===== src/rtl/alu_switch_ctrl_param_pkg.sv =====
// Package alu_switch_pkg: shared definitions for the switch/button ALU front end.
//   - opcode codes (6-bit, zero-extended when the opcode field is wider)
//   - FSM state enum
//   - status flag bundle
package alu_switch_pkg;

  localparam logic [5:0] OP_ADD = 6'b100000;
  localparam logic [5:0] OP_SUB = 6'b100010;
  localparam logic [5:0] OP_AND = 6'b100100;
  localparam logic [5:0] OP_OR  = 6'b100101;
  localparam logic [5:0] OP_XOR = 6'b100110;
  localparam logic [5:0] OP_NOR = 6'b100111;
  localparam logic [5:0] OP_SRL = 6'b000010;
  localparam logic [5:0] OP_SRA = 6'b000011;

  typedef enum logic {
    IDLE,
    EXEC
  } state_t;

  typedef struct packed {
    logic z;
    logic c;
    logic v;
    logic err;
  } flags_t;

endpackage


===== src/rtl/alu_switch_ctrl_param_if.sv =====
// Board I/O bundle of the switch/button ALU.
//   SWITCH  shared data/opcode input (async to CLK)
//   BOT     buttons: [0] load A, [1] load B, [2] load opcode + execute
//   LED     registered result
//   FLAG_Z/FLAG_C/FLAG_V  zero / carry-borrow / signed overflow
//   OP_ERR  last executed opcode unsupported
//   VALID   one-cycle pulse when LED/flags update
// Modports: master = board/stimulus side, slave = ALU controller side.
interface alu_switch_ctrl_param_if #(
  parameter int N_BITS = 8
);
  logic [N_BITS-1:0] SWITCH;
  logic [2:0]        BOT;
  logic [N_BITS-1:0] LED;
  logic              FLAG_Z;
  logic              FLAG_C;
  logic              FLAG_V;
  logic              OP_ERR;
  logic              VALID;

  modport master (
    output SWITCH, BOT,
    input  LED, FLAG_Z, FLAG_C, FLAG_V, OP_ERR, VALID
  );

  modport slave (
    input  SWITCH, BOT,
    output LED, FLAG_Z, FLAG_C, FLAG_V, OP_ERR, VALID
  );
endinterface


===== src/rtl/alu_switch_ctrl_param_btn_sync_edge.sv =====
// btn_sync_edge: conditioning for one asynchronous push-button.
//   2-FF synchroniser -> optional counter debouncer -> rising-edge detect.
//   Debouncer compiled in only when BOT_DEBOUNCE_EN is defined; the debounced
//   level then changes after DEBOUNCE_CYCLES consecutive differing samples.
// Ports:
//   clk    system clock, rising edge
//   rst_n  asynchronous active-low reset
//   btn    raw button level
//   rise   one-cycle pulse on a (debounced) rising edge
module btn_sync_edge #(
  parameter int DEBOUNCE_CYCLES = 16
) (
  input  logic clk,
  input  logic rst_n,
  input  logic btn,
  output logic rise
);

  logic sync1, sync2, level, prev;

  always_ff @(posedge clk or negedge rst_n) begin
    if (!rst_n) begin
      sync1 <= 1'b0;
      sync2 <= 1'b0;
    end else begin
      sync1 <= btn;
      sync2 <= sync1;
    end
  end

`ifdef BOT_DEBOUNCE_EN
  localparam int CW = $clog2(DEBOUNCE_CYCLES + 1);
  logic [CW-1:0] cnt;
  logic          deb;

  // cnt counts consecutive samples that disagree with the current level;
  // any agreeing sample restarts the run.
  always_ff @(posedge clk or negedge rst_n) begin
    if (!rst_n) begin
      cnt <= '0;
      deb <= 1'b0;
    end else if (sync2 == deb) begin
      cnt <= '0;
    end else if (cnt == CW'(DEBOUNCE_CYCLES - 1)) begin
      deb <= sync2;
      cnt <= '0;
    end else begin
      cnt <= cnt + CW'(1);
    end
  end

  assign level = deb;
`else
  logic unused_dc;
  assign unused_dc = (DEBOUNCE_CYCLES != 0);
  assign level     = sync2;
`endif

  always_ff @(posedge clk or negedge rst_n) begin
    if (!rst_n) prev <= 1'b0;
    else        prev <= level;
  end

  assign rise = level & ~prev;

endmodule


===== src/rtl/alu_switch_ctrl_param.sv =====
// alu_switch_ctrl_param: switch/button ALU front end.
//   Operands A, B and the opcode are latched from the shared SWITCH bus by
//   buttons BOT[0..2]; an opcode press runs one registered ALU operation
//   (IDLE -> EXEC -> IDLE) and presents LED/flags with a one-cycle VALID.
// Ports:
//   CLK    system clock, rising edge
//   RST_N  asynchronous active-low reset
//   io     alu_switch_ctrl_param_if.slave (SWITCH, BOT in; LED, flags, VALID out)
// Optional feature: BOT_DEBOUNCE_EN adds a per-button debouncer
//   (DEBOUNCE_CYCLES samples) inside btn_sync_edge.
module alu_switch_ctrl_param
  import alu_switch_pkg::*;
#(
  parameter int N_BITS          = 8,
  parameter int N_OP            = 6,
  parameter int DEBOUNCE_CYCLES = 16
) (
  input  logic                    CLK,
  input  logic                    RST_N,
  alu_switch_ctrl_param_if.slave  io
);

  typedef struct packed {
    logic [N_BITS-1:0] res;
    flags_t            f;
  } alu_out_t;

  logic [2:0]        rise;
  state_t            state;
  logic [N_BITS-1:0] a, b, led;
  logic [N_OP-1:0]   op;
  flags_t            flags;
  logic              valid;
  alu_out_t          alu;

  for (genvar i = 0; i < 3; i++) begin : g_btn
    btn_sync_edge #(.DEBOUNCE_CYCLES(DEBOUNCE_CYCLES)) u_btn (
      .clk   (CLK),
      .rst_n (RST_N),
      .btn   (io.BOT[i]),
      .rise  (rise[i])
    );
  end

  function automatic alu_out_t alu_eval(
    input logic [N_BITS-1:0] x,
    input logic [N_BITS-1:0] y,
    input logic [N_OP-1:0]   code
  );
    alu_out_t        o;
    logic [N_BITS:0] wide;
    logic            big_shift;
    o         = '0;
    wide      = '0;
    big_shift = (32'(y) >= 32'(N_BITS));
    case (32'(code))
      32'(OP_ADD): begin
        wide    = {1'b0, x} + {1'b0, y};
        o.res   = wide[N_BITS-1:0];
        o.f.c   = wide[N_BITS];
        o.f.v   = (x[N_BITS-1] == y[N_BITS-1]) && (o.res[N_BITS-1] != x[N_BITS-1]);
      end
      32'(OP_SUB): begin
        // Borrow falls out as the top bit of the widened difference.
        wide    = {1'b0, x} - {1'b0, y};
        o.res   = wide[N_BITS-1:0];
        o.f.c   = wide[N_BITS];
        o.f.v   = (x[N_BITS-1] != y[N_BITS-1]) && (o.res[N_BITS-1] != x[N_BITS-1]);
      end
      32'(OP_AND): o.res = x & y;
      32'(OP_OR):  o.res = x | y;
      32'(OP_XOR): o.res = x ^ y;
      32'(OP_NOR): o.res = ~(x | y);
      32'(OP_SRL): o.res = big_shift ? '0 : (x >> y);
      32'(OP_SRA): o.res = big_shift ? {N_BITS{x[N_BITS-1]}}
                                     : N_BITS'($signed(x) >>> y);
      default:     o.f.err = 1'b1;
    endcase
    o.f.z = (o.res == '0);
    return o;
  endfunction

  always_comb begin
    alu = alu_eval(a, b, op);
  end

  always_ff @(posedge CLK or negedge RST_N) begin
    if (!RST_N) begin
      state <= IDLE;
      a     <= '0;
      b     <= '0;
      op    <= '0;
      led   <= '0;
      flags <= '0;
      valid <= 1'b0;
    end else begin
      valid <= 1'b0;
      if (rise[0]) a <= io.SWITCH;
      if (rise[1]) b <= io.SWITCH;
      case (state)
        IDLE: begin
          if (rise[2]) begin
            op    <= io.SWITCH[N_OP-1:0];
            state <= EXEC;
          end
        end
        EXEC: begin
          led   <= alu.res;
          flags <= alu.f;
          valid <= 1'b1;
          state <= IDLE;
        end
        default: state <= IDLE;
      endcase
    end
  end

  assign io.LED    = led;
  assign io.FLAG_Z = flags.z;
  assign io.FLAG_C = flags.c;
  assign io.FLAG_V = flags.v;
  assign io.OP_ERR = flags.err;
  assign io.VALID  = valid;

endmodule

===== src/flat_wrapper.sv =====
// flat-port wrapper written by rule: the top's interface ports become plain ports
module alu_switch_ctrl_param_flat import alu_switch_pkg::*;
#(
  parameter int N_BITS          = 8,
  parameter int N_OP            = 6,
  parameter int DEBOUNCE_CYCLES = 16
)
  (CLK, RST_N, io_SWITCH, io_BOT, io_LED, io_FLAG_Z, io_FLAG_C, io_FLAG_V, io_OP_ERR, io_VALID);
  alu_switch_ctrl_param_if #(.N_BITS(N_BITS)) io_i ();
  input  logic CLK;
  input  logic RST_N;
  input wire logic [$bits(io_i.SWITCH)-1:0] io_SWITCH;
  input wire logic [$bits(io_i.BOT)-1:0] io_BOT;
  output wire logic [$bits(io_i.LED)-1:0] io_LED;
  output wire logic [$bits(io_i.FLAG_Z)-1:0] io_FLAG_Z;
  output wire logic [$bits(io_i.FLAG_C)-1:0] io_FLAG_C;
  output wire logic [$bits(io_i.FLAG_V)-1:0] io_FLAG_V;
  output wire logic [$bits(io_i.OP_ERR)-1:0] io_OP_ERR;
  output wire logic [$bits(io_i.VALID)-1:0] io_VALID;
  assign io_i.SWITCH = io_SWITCH;
  assign io_i.BOT = io_BOT;
  assign io_LED = io_i.LED;
  assign io_FLAG_Z = io_i.FLAG_Z;
  assign io_FLAG_C = io_i.FLAG_C;
  assign io_FLAG_V = io_i.FLAG_V;
  assign io_OP_ERR = io_i.OP_ERR;
  assign io_VALID = io_i.VALID;
  alu_switch_ctrl_param #(.N_BITS(N_BITS), .N_OP(N_OP), .DEBOUNCE_CYCLES(DEBOUNCE_CYCLES)) u_core (.CLK(CLK), .RST_N(RST_N), .io(io_i));
endmodule

===== config.mk =====
export PLATFORM = sky130hd
export DESIGN_NAME = alu_switch_ctrl_param_flat
export DESIGN_NICKNAME = d
export VERILOG_FILES = /design/src/rtl/alu_switch_ctrl_param_pkg.sv /design/src/rtl/alu_switch_ctrl_param_if.sv /design/src/rtl/alu_switch_ctrl_param_btn_sync_edge.sv /design/src/rtl/alu_switch_ctrl_param.sv /design/src/flat_wrapper.sv
export SDC_FILE = /design/constraint.sdc
export NUM_CORES = 1
export LEC_CHECK = 0
export CORE_ASPECT_RATIO = 1.75
export CORE_MARGIN = 2
export CORE_UTILIZATION = 40
export DETAILED_ROUTE_END_ITERATION = 6
export HOLD_SLACK_MARGIN = 0.1
export SLEW_MARGIN = 20
export SYNTH_ARGS = -nofsm -noshare
export SYNTH_HDL_FRONTEND = slang
export SYNTH_HIERARCHICAL = 1
export SYNTH_SLANG_ARGS = --single-unit

===== constraint.sdc =====
create_clock -name CLK -period 3.02 [get_ports CLK]
set_clock_uncertainty 0.15 [all_clocks]
set_input_delay 0.302 -clock CLK [delete_from_list [all_inputs] [get_ports CLK]]
set_output_delay 0.302 -clock CLK [all_outputs]
set_load 0.01 [all_outputs]

Word level (Yosys, flattened, before mapping):

Cells that the tools add are included.
W data, S select, Z words.

* add/sub/neg operators: 2
* $lt $le $gt $ge: 1
* equality and inequality tests: 12
* shift operators: 2
* mux-type cells: 8
* bitwise operators: 11
* reductions and logical operators: 5

Operators by type and width (number)
* $pmux W8 S8: 1
* $eq A6 B6 Y1 const B: 6
* $mux W8: 2
* $eq A6 B2 Y1 const B: 2
* $add A8 B8 Y9: 1
* $sub A8 B8 Y9: 1
* $and A8 B8 Y8: 1
* $ge A8 B4 Y1 const B: 1
* $logic_not A8 Y1: 1
* $not A8 Y8: 1
* $or A8 B8 Y8: 1
* $reduce_or A8 Y1: 1
* $shr A8 B8 Y8: 1
* $sshr A8 B8 Y8: 1
* $xor A8 B8 Y8: 1
* $not A1 Y1: 4
* $pmux W2 S2: 1
* $and A1 B1 Y1: 3
* $mux W1: 3
* $ne A1 B1 Y1: 3
* $logic_and A1 B1 Y1: 2
* $pmux W1 S2: 1
* $reduce_and A2 Y1: 1
* $eq A1 B1 Y1: 1

* register bits: 45
* word-level logic and storage cells: 60

Logic depth before layout (Yosys ltp):

Gate-level depths: netlist (run 1).

* depth after elaboration: 4
* mapped depth: 11
* gate-level depth less buffers: 10

Hierarchy:

Netlist (run 1), hierarchy kept.

By module, submodules not included
* alu_switch_ctrl_param: instances 1, cells each 356, area each 3081.7 um^2
* btn_sync_edge: instances 3, cells each 4, area each 88.8 um^2

Worst setup path after synthesis (run 1):

OpenSTA, ideal clock, no wires.

* kind: register to register
* start point: reg u_core.b[1]
* end point: reg u_core.flags, in the netlist u_core/io.FLAG_Z
* library setup time: 0.121 ns
* arrival: 2.794 ns
* required time: 2.749 ns
* setup slack: -0.045 ns
* stages on the path, launching flop included: 12
* clock period less this slack: 3.065 ns
* cell sequence: dfrtp_1 > clkbuf_1 > buf_4 > inv_1 > ha_1 > o21ba_2 > or4_1 > a31o_2 > nand2b_1 > a32oi_1 > nor2_1 > a32o_2

* cells in the longest elaborated chain, start to end: 4
* elaborated cells on any way between the ends: 13

Ends and longest elaborated chain
* start: declaration: line alu_switch_ctrl_param.sv:30 `logic [N_BITS-1:0] a, b, led;`
* start signal: assignment: line alu_switch_ctrl_param.sv:99 `if (rise[1]) b <= io.SWITCH;`
* $ge A8 B4 Y1, or another cell as far along: line alu_switch_ctrl_param.sv:55 `big_shift = (32'(y) >= 32'(N_BITS));`
* $mux W8, or another cell as far along: line alu_switch_ctrl_param.sv:75 `32'(OP_SRA): o.res = big_shift ? {N_BITS{x[N_BITS-1]}}`
* $pmux W8 S8 (*): line alu_switch_ctrl_param.sv:56 `case (32'(code))`
* $logic_not A8 Y1 (*): line alu_switch_ctrl_param.sv:79 `o.f.z = (o.res == '0);`
* end signal: assignment: line alu_switch_ctrl_param.sv:109 `flags <= alu.f;`
* end: declaration: line alu_switch_ctrl_param.sv:32 `flags_t flags;`

Every way passes the cells marked *; elsewhere a longest branch is shown, timed or not.
A chain may end at the register's enable or synchronous reset.

Worst setup path after layout (run 1):

* start point: reg u_core.a[0]
* end point: reg u_core.flags, in the netlist u_core/io.FLAG_Z

* cells in the longest elaborated chain, start to end: 4
* elaborated cells on any way between the ends: 12

Ends and longest elaborated chain
* start: declaration: line alu_switch_ctrl_param.sv:30
* start signal: assignment: line alu_switch_ctrl_param.sv:98 `if (rise[0]) a <= io.SWITCH;`
* branches (longest 2 deep; another with $sub A8 B8 Y9)
* $pmux W8 S8 (*): line alu_switch_ctrl_param.sv:56
* $logic_not A8 Y1 (*): line alu_switch_ctrl_param.sv:79

Every way passes the cells marked *.

==> impl_metrics.toml, run 1 <==
[yosys]
ys_types = 64
synth_xor_area_share_pct = 3.14
synth_area_leader_cell = "dfrtp_1"
synth.avg_cell_area_um2 = 9.10
ys.flop_type = "dfrtp_1"
synth_area_um2 = 3350
synth.area.top_cells = "dfrtp_1 (34%), ha_1 (9.3%), o21ai_0 (4.8%)"
synth-edff-count = 0
syn_inst = 368
synth_top_area_share_pct = 33.6
muxShareOfSynthArea_pct = 8.71
synth_fa_ha_area_share_pct = 10.5
synth_top_family_by_area = "compound AO/OA/AOI/OAI gates"
ys_warn_count = 6
yosysSeqAreaShare_pct = 33.6
async_reset_ff_share_pct = 100
synth-seq-cells = 45
synth_nets = 408
yosys.area_share.simple_pct = 16.9
synth_compound_area_share_pct = 21.7

[timing]
setup_viol = 0
hold_viol_final = 0
worstMarginPinSlew_ns = 0.695
clock.fmax_mhz = 343
post-route-period-util_pct = 96.7
drv_slew = 0
slew_headroom_pct = 53.5
fin_crit_ns = 2.92
final.setup.worst_slack_ns = 0.101

[clocking]
cts_tree = "yes"
cts_made_buffers = 5
worstSkewPairLatency_ns = 0.30
cts_sinks = 45
clock-root-buffer = "clkbuf_16"
cts_max_path_buffers = 2
cts.htree.levels = 2
path_clk_slew_ns = 0.07

[status]
status = "complete, no violations"

[floorplan]
io_pins = 26
coreArea_um2 = 8200
die-area_um2 = 9150
initial_utilization_pct = 40.8
die_h_um = 125
die_w_um = 73.2
rows = 44

[grt]
globalRoute.totalOverflow = 0
use_met2_pct = 40.2
antenna_found_initial = 0
grt_pass1_wl_um = 15600
globalRouteTotalUtil_pct = 22.4
grt_pass1_vias = 2988
top_usage_layer = "met2"
use_met3_pct = 3.87
grt_max_degree = 46
grtUsageMet1_pct = 23.5

[critical_path]
slowest_stage = "fa_1"
cp.depth = 10
startpoint = "u_core/a[0]"
r2r-end = "u_core/io.FLAG_Z"
cp_common_cell = "nor3_1"
worst_setup_path_end_kind = "flip-flop"
cp.required_ns = 3.11
critical-path-top-delay-family = "compound AO/OA/AOI/OAI gates"
r2r_setup_slack_ns = 0.10
r2r.worst_path.cells = 10
cp-start-kind = "flip-flop"
worstSetupPathType = "reg -> reg"
crit_fanout = 3
crit_buf_inv = 1
critPathMaxStageDelay_ns = 0.43
reg2reg_from = "u_core/a[0]"
crit_chain = "inv_1, ha_1, fa_1, nor3_1, nor3_1, o31ai_2, xnor2_1, a211oi_2, and4_1, a32o_2"
crit_path_end = "u_core/io.FLAG_Z"
worstPathArrival_ns = 3.01

[layout]
final_cells = 492
regArea_um2 = 1130
fill_cells = 799
syn2layout_area_growth_pct = 18.7
drive_gt1_share_pct = 15.0
design_area_um2 = 3980
final_cell_mix = "dfrtp_1 (45), nand2_1 (36), o21ai_0 (32)"
multiInputGateArea_um2 = 2070
antennaDiodeCount = 0
finalNetCount = 439
final_common_cell = "dfrtp_1"

[hold_path]
hold_path_class = "reg -> reg"

[placed_design]
place_inst = 483
post-place-ws_ns = -0.164
port_buffers = 25
gp_congestion = 1.01
place_area_um2 = 3770
dp_hpwl_um = 7560

[flow_run]
max-cap-violations = 0

[power]
vdd_drop_max_mv = 0.261
power.total_w = 0.00232
p_per_area_nw_per_um2 = 583
leakagePower_nw = 1.67

[routing]
drt_first_pass_iters = 5
routed_wl_um = 9530
viasPerCell = 6.00
first_iter_violations = 180
wl_per_cell_um = 19.4
ant_nets = 0
vias = 2952
drc = 0
==> timing repair <==
| item | 4_1_cts | 5_1_grt |
|---|---|---|
| hold endpoints to repair | 45 | 0 |
| gates resized for setup | 2 | 4 |
| cloned | 0 | 0 |
| endpoints found under the setup margin | 1 | 1 |
| hold buffers | 1 | 0 |
| pin swaps | 0 | 2 |
| setup buffers | 0 | 0 |
==> cell families (layout without fill, tap and decap cells) <==
family,after synthesis,in the layout
buffers and inverters,44,76
AND/OR/NAND/NOR,108,108
flip-flops,45,45
XOR/XNOR,12,12
multiplexers,25,25
AO/OA/AOI/OAI,107,107
adder cells (fa/ha/maj),27,27
==> where the power goes <==
part | leakage [nW] | switching, W | internal, W | total, W
Sequential | 0.541 | 0.0000795 | 0.000687 | 0.000766
Combinational | 1.05 | 0.000526 | 0.000430 | 0.000955
Clock | 0.0805 | 0.000242 | 0.000355 | 0.000597
==> how the worst min path moves through the flow <==
stage,start,end,cells past startpoint
2_1_floorplan,RST_N,u_core/a[0],0
3_3_place_gp,u_core/g_btn[2].u_btn/sync1,u_core/g_btn[2].u_btn/level,0
3_5_place_dp,u_core/g_btn[0].u_btn/sync1,u_core/g_btn[0].u_btn/level,0
4_1_cts,u_core/g_btn[1].u_btn/sync1,u_core/g_btn[1].u_btn/level,0
5_1_grt,u_core/g_btn[1].u_btn/sync1,u_core/g_btn[1].u_btn/level,0
6_report,u_core/g_btn[1].u_btn/sync1,u_core/g_btn[1].u_btn/level,0
==> worst register-to-register path, stage by stage, from the launching register on <==
cell	delay, ns
dfrtp_1	0.41
inv_1	0.10
ha_1	0.24
fa_1	0.43
nor3_1	0.29
nor3_1	0.15
o31ai_2	0.26
xnor2_1	0.12
a211oi_2	0.32
and4_1	0.23
a32o_2	0.16
==> per-stage QoR <==
stage                     setup TNS, ns  util [%]  hold slack [ns]
after detailed placement         -0.164      46.0            0.189
after global placement           -0.194      46.0            0.187
after global routing         -0.0000888      48.5            0.207
after CTS                             0      48.2            0.206
after floorplan                       0         -           -0.144
final                                 0      48.5            0.203
==> final cells by class <==
| cell class | count | share of cell area [%] |
|---|---|---|
| clock buffer | 7 | 3.84 |
| clock inverter | 1 | 0.220 |
| inverter | 22 | 2.08 |
| multi-input combinational | 279 | 52.1 |
| sequential | 45 | 28.3 |
| tap | 92 | 2.90 |
| timing repair buffer | 46 | 10.6 |
==> routing by layer <==
layer / part of all wire [%] / wire length [um]
met5: 0 / 0
met4: 6.1 / 577
met3: 3.7 / 349
met2: 53 / 5090
met1: 37 / 3520
==> sequential cells by signal, summed over array words and instances (netlist names) <==
| signal | flops |
|---|---|
| u_core/g_btn.u_btn/sync1 | 3 |
| u_core/g_btn.u_btn/level | 3 |
| u_core/io.VALID | 1 |
| u_core/io.FLAG_C | 1 |
| u_core/io.OP_ERR | 1 |
| u_core/io.FLAG_V | 1 |
| u_core/op | 6 |
| u_core/io.FLAG_Z | 1 |
| u_core/b | 8 |
| u_core/state | 1 |
| u_core/g_btn.u_btn/prev | 3 |
| u_core/a | 8 |
| u_core/io.LED | 8 |
==> synthesized netlist by cell type (2+ instances only) <==
master     number
dfrtp_1        45
nand2_1        36
o21ai_0        32
nor2_1         27
ha_1           25
inv_1          22
a21oi_1        19
clkbuf_1       18
mux2_2         13
mux2i_1        10
nor3_1          8
xnor2_1         8
a211oi_1        7
nor2b_1         6
a22oi_1         5
nand3_1         5
a22o_1          4
a31oi_1         4
nand2b_1        4
o211ai_1        4
o22ai_1         4
xor2_1          4
a311oi_1        3
and4_1          3
nor2b_4         3
a21o_1          2
and2_0          2
and2_1          2
buf_2           2
fa_1            2
mux4_2          2
nor4_1          2
o2111ai_1       2
o221ai_1        2
o22a_1          2
(Power assumes the default switching activity.)
==> run 2, diff against run 1 <==
==> constraint.sdc (replaced) <==
create_clock -name CLK -period 2.4 [get_ports CLK]
set_clock_uncertainty 0.15 [all_clocks]
set_input_delay 0.24 -clock CLK [delete_from_list [all_inputs] [get_ports CLK]]
set_output_delay 0.24 -clock CLK [all_outputs]
set_load 0.01 [all_outputs]
==> run 2 against run 1 <==
Net effect:
- the run now ends with negative setup slack left
- sequential power up 23%
- final cell count up 19%
- routed wire length up 18%
- global-route usage up 3.9 points
- sequential cell count unchanged
- count of clock-buffer cells in the layout down 1
- die area unchanged
- hold slack about the same
- combinational power up 78%
- first-iteration DRC count down 8.9%
- critical path type unchanged
- largest power group unchanged
- highest routed layer unchanged
==> impl_metrics.toml, run 2 (synthesized netlist as in run 1, its figures left out) <==
[critical_path]
crit_fanout = 4
cp-start-kind = "flip-flop"
cp.required_ns = 2.43
worstPathArrival_ns = 2.67
worst_setup_path_end_kind = "flip-flop"
worstSetupPathType = "reg -> reg"

[grt]
globalRouteTotalUtil_pct = 26.3
antenna_found_initial = 0
grt_pass1_wl_um = 18000
grt_pass1_vias = 3327
globalRoute.totalOverflow = 0
grt_max_degree = 46

[layout]
syn2layout_area_growth_pct = 45.2
final_common_cell = "buf_4"
finalNetCount = 532
utilization_pct = 59.3
drive_gt1_share_pct = 38.1
final_cell_mix = "buf_4 (107), dfrtp_1 (41), nand2_1 (35)"
antennaDiodeCount = 0

[floorplan]
coreArea_um2 = 8200
die_w_um = 73.2
die-area_um2 = 9150
initial_utilization_pct = 40.8
rows = 44
io_pins = 26
die_h_um = 125

[clocking]
cts.htree.levels = 2
cts_sinks = 45
worstSkewPairLatency_ns = 0.29
clock-root-buffer = "clkbuf_16"
path_clk_slew_ns = 0.07
cts_made_buffers = 5
cts_max_path_buffers = 2
cts_tree = "yes"

[power]
leakagePower_nw = 2.14
combPwrFrac_pct = 50.5
p_seq_share_pct = 28.1
switching_power_w = 0.00122
vdd_drop_max_mv = 0.426
swShare_pct = 36.3
p_per_area_nw_per_um2 = 692
power.total_w = 0.00336
p_int_w = 0.00214
clkPwrFrac_pct = 21.4

[timing]
slew_headroom_pct = 56.2
rsz0062_at_grt = "yes"
clock.fmax_mhz = 378
post-route-period-util_pct = 110
fin_hold_ws_ns = 0.203
fin_crit_ns = 2.65
drv_slew = 0
final.setup.worst_slack_ns = -0.246
setup_viol = 7
worstMarginPinSlew_ns = 0.655
setup-tns-final_ns = -0.685
hold_viol_final = 0

[routing]
drt_first_pass_iters = 4
ant_nets = 0
routed_wl_um = 11300
drc = 0
viasPerCell = 5.57
vias = 3258
first_iter_violations = 164
wl_per_cell_um = 19.3

[placed_design]
gp_congestion = 0.955
port_buffers = 25
dp_hpwl_um = 8970

[hold_path]
hold_path_class = "reg -> reg"

[flow_run]
max-cap-violations = 0

[status]
violations = "negative setup slack"
status = "finished, violations left"
-- run 2: changes by cell type in the layout (fill, tap and decap cells not counted), sizes merged --
| cell | previous run | this run |
|---|---|---|
| inv | 23 | 21 |
| clkbuf | 7 | 6 |
| buf | 21 | 114 |
| clkinv | 0 | 3 |
-- run 2: timing repair --
action	CTS	global route
pin swaps	19	20
endpoints found under the setup margin	11	10
hold endpoints to repair	45	0
resized for setup	33	30
hold buffers	1	0
buffers inserted	13	3
-- run 2: worst max-delay path, stage by stage (launching register included) --
cell and delay (ns):
dfrtp_2 0.45, ha_4 0.18, fa_2 0.40, a211oi_4 0.29
o21ai_2 0.10, a21oi_2 0.18, mux2i_1 0.24, a211oi_2 0.08
and4_1 0.20, a32o_2 0.25
-- run 2: area by class of cell --
| type | instances | area, um2 |
|---|---|---|
| clock inverter | 2 | 13.8 |
| multi-input combinational | 279 | 2240 |
| clock buffer | 6 | 139 |
| sequential | 45 | 1130 |
| fill | 714 | 3340 |
| timing repair buffer | 139 | 1130 |
| tap | 92 | 115 |
| inverter | 22 | 90.1 |
-- run 2: worst paths after layout --
kind                                                  start                           to  slack [ns]  cells after the start
worst max-delay path                            u_core/b[0]             u_core/io.FLAG_Z       -0.25                      9
worst min-delay path            u_core/g_btn[2].u_btn/sync1  u_core/g_btn[2].u_btn/level        0.20                      0
worst max register to register                  u_core/b[0]             u_core/io.FLAG_Z       -0.25                      9
worst min register to register  u_core/g_btn[2].u_btn/sync1  u_core/g_btn[2].u_btn/level        0.20                      0
max in group asynchronous                             RST_N                  u_core/b[1]        1.25                      3
min in group asynchronous                             RST_N                  u_core/a[6]        0.42                      3
-- run 2: stage by stage --
stage	instances	setup WS (ns)	cell area (um2)
6_report	585	-0.246	4860
5_1_grt	585	-0.352	4860
4_1_cts	583	-0.230	4720
3_5_place_dp	562	-0.546	4380
3_3_place_gp	562	-0.506	4380
2_1_floorplan	368	-0.347	3390
-- run 2: routing by layer --
| metal | GRT usage, % | up-vias | routed length [um] |
|---|---|---|---|
| li1 | - | 1572 | - |
| met1 | 29.4 | 1560 | 4250 |
| met2 | 47.0 | 90 | 6120 |
| met3 | 3.63 | 36 | 330 |
| met4 | 12.6 | 0 | 592 |
| met5 | 0 | - | 0 |
-- run 2: power groups by stage --
stage,sequential [W],clock [W],combinational [W]
final,0.000946,0.000719,0.00170
after global routing,0.000962,0.000770,0.00183
after CTS,0.000941,0.000741,0.00160
after detailed placement,0.000961,0,0.00147
after global placement,0.000956,0,0.00147
after floorplan,0.000979,0,0.000760
==> run 3, diff against run 2 <==
--- a/config.mk
+++ b/config.mk
@@ -8,8 +8,10 @@
 export CORE_ASPECT_RATIO = 1.75
 export CORE_MARGIN = 2
 export CORE_UTILIZATION = 40
+export CTS_CLUSTER_DIAMETER = 50
 export DETAILED_ROUTE_END_ITERATION = 6
 export HOLD_SLACK_MARGIN = 0.1
+export PLACE_DENSITY_LB_ADDON = 0.3
 export SLEW_MARGIN = 20
 export SYNTH_ARGS = -nofsm -noshare
 export SYNTH_HDL_FRONTEND = slang
==> run 3 against run 2 <==
Net effect:
- the run still ends with negative setup slack left
- clock power shrank 0.7%
- die area is the same
- first-iteration DRC count shrank 39%
- count of clock-buffer cells in the layout shrank 1
- critical path depth grew 1
- power grew 0.39%
- register-to-register slack lost 0.09 ns
- sequential cell count is the same
- critical endpoint unchanged
- largest power group unchanged
- highest routed layer unchanged
==> impl_metrics.toml, run 3 (synthesized netlist as in run 1, its figures left out) <==
[critical_path]
cp.required_ns = 2.44
r2r-end = "u_core/io.FLAG_Z"
crit_fanout = 6
worst_setup_path_end_kind = "flip-flop"
reg2reg_from = "u_core/b[1]"
crit_path_end = "u_core/io.FLAG_Z"
worstSetupPathType = "reg -> reg"
r2r.worst_path.cells = 10
startpoint = "u_core/b[1]"
cp-start-kind = "flip-flop"
worstPathArrival_ns = 2.77
r2r_setup_slack_ns = -0.33

[power]
combPwrFrac_pct = 50.9
p_seq_share_pct = 28.0
swShare_pct = 36.6
p_per_area_nw_per_um2 = 690
p_int_w = 0.00214
clkPwrFrac_pct = 21.1
leakagePower_nw = 2.16
switching_power_w = 0.00124
vdd_drop_max_mv = 0.475

[layout]
drive_gt1_share_pct = 38.1
final_common_cell = "buf_4"
fill_cells = 731
final_cell_mix = "buf_4 (107), dfrtp_1 (42), nand2_1 (35)"
syn2layout_area_growth_pct = 46.1
final_cells = 585
antennaDiodeCount = 0
utilization_pct = 59.6
finalNetCount = 532

[routing]
routed_wl_um = 10900
first_iter_violations = 100
vias = 3223
wl_per_cell_um = 18.7
drc = 0
drt_first_pass_iters = 4
viasPerCell = 5.51
ant_nets = 0

[grt]
grt_pass1_vias = 3378
antenna_found_initial = 0
globalRoute.totalOverflow = 0
globalRouteTotalUtil_pct = 24.9
grt_max_degree = 33
grt_pass1_wl_um = 17200

[timing]
drv_slew = 0
setup_viol = 6
slew_headroom_pct = 54.9
rsz0062_at_grt = "yes"
final.setup.worst_slack_ns = -0.331
hold_viol_final = 0
worstMarginPinSlew_ns = 0.675
fin_crit_ns = 2.73
post-route-period-util_pct = 114
clock.fmax_mhz = 366

[placed_design]
gp_congestion = 0.975
dp_hpwl_um = 8810
place_inst = 569
post-place-ws_ns = -0.617
port_buffers = 25

[floorplan]
die_w_um = 73.2
coreArea_um2 = 8200
initial_utilization_pct = 40.8
die-area_um2 = 9150
rows = 44
die_h_um = 125
io_pins = 26

[clocking]
cts_sinks = 45
cts_tree = "yes"
clock-root-buffer = "clkbuf_16"
cts.htree.levels = 2
worstSkewPairLatency_ns = 0.29
cts_made_buffers = 5
path_clk_slew_ns = 0.07
cts_max_path_buffers = 2

[status]
status = "finished, violations left"
violations = "negative setup slack"

[hold_path]
hold_path_class = "reg -> reg"

[flow_run]
max-cap-violations = 0
## run 3: changes by cell type in the layout (fill, tap and decap cells not counted), sizes merged
cell,before,now
clkinv,3,1
clkinvlp,0,1
inv,21,23
clkbuf,6,5
## run 3: worst max-delay path, cell delays in order (launching register included)
cell and delay (ns):
dfrtp_2 0.48, inv_6 0.09, ha_4 0.20, o21ba_4 0.22, buf_6 0.11, or4_4 0.42
a31o_4 0.24, nand2b_4 0.13, a32oi_2 0.24, nor2_2 0.08, a32o_2 0.26
## run 3: per-stage QoR
| stage | instance area [um2] | hold WS, ns | total power, W | setup TNS [ns] |
|---|---|---|---|---|
| detailed placement | 4430 | 0.00499 | 0.00245 | -2.70 |
| finish | 4890 | 0.207 | 0.00338 | -0.930 |
| global placement | 4430 | 0.000789 | 0.00243 | -2.46 |
| CTS | 4780 | 0.206 | 0.00330 | -0.863 |
| global route | 4890 | 0.215 | 0.00357 | -1.50 |
| floorplan | 3390 | -0.206 | 0.00174 | -0.738 |
## run 3: final cells by class
cell class	count	area, um2	area share (%)
clock buffers	5	125	2.56
clock inverters	3	25.0	0.512
inverters	22	87.6	1.79
multi-input cells	279	2270	46.5
flip-flops and latches	45	1130	23.1
well taps	92	115	2.35
repair buffers	139	1130	23.2
## run 3: timing repair
action,in CTS,in global routing
hold buffers,1,0
hold endpoints to repair,13,0
gates resized for setup,40,19
setup buffers,8,1
pin swaps,22,20
endpoints found under the setup margin,11,10
## run 3: how the worst min path moves through the flow
stage / to / cells after the start / slack (ns) / start
final: u_core/g_btn[2].u_btn/level / 0 / 0.21 / u_core/g_btn[2].u_btn/sync1
after CTS: u_core/g_btn[2].u_btn/level / 0 / 0.21 / u_core/g_btn[2].u_btn/sync1
after floorplan: u_core/a[0] / 0 / -0.21 / RST_N
after global routing: u_core/g_btn[1].u_btn/level / 0 / 0.21 / u_core/g_btn[1].u_btn/sync1
after global placement: u_core/g_btn[2].u_btn/level / 1 / 0.0008 / RST_N
after detailed placement: u_core/g_btn[2].u_btn/level / 1 / 0.005 / RST_N
## run 3: power by group through the flow
stage,combinational [W],clock (W),sequential [W]
2_1_floorplan,0.000760,0,0.000979
3_3_place_gp,0.00148,0,0.000954
3_5_place_dp,0.00149,0,0.000957
4_1_cts,0.00162,0.000742,0.000945
5_1_grt,0.00185,0.000766,0.000959
6_report,0.00172,0.000714,0.000945
## run 3: routing by layer
metal	GRT usage [%]	wire [um]
met1	26.4	4110
met2	46.2	6070
met3	2.50	215
met4	12.5	525
met5	0	0
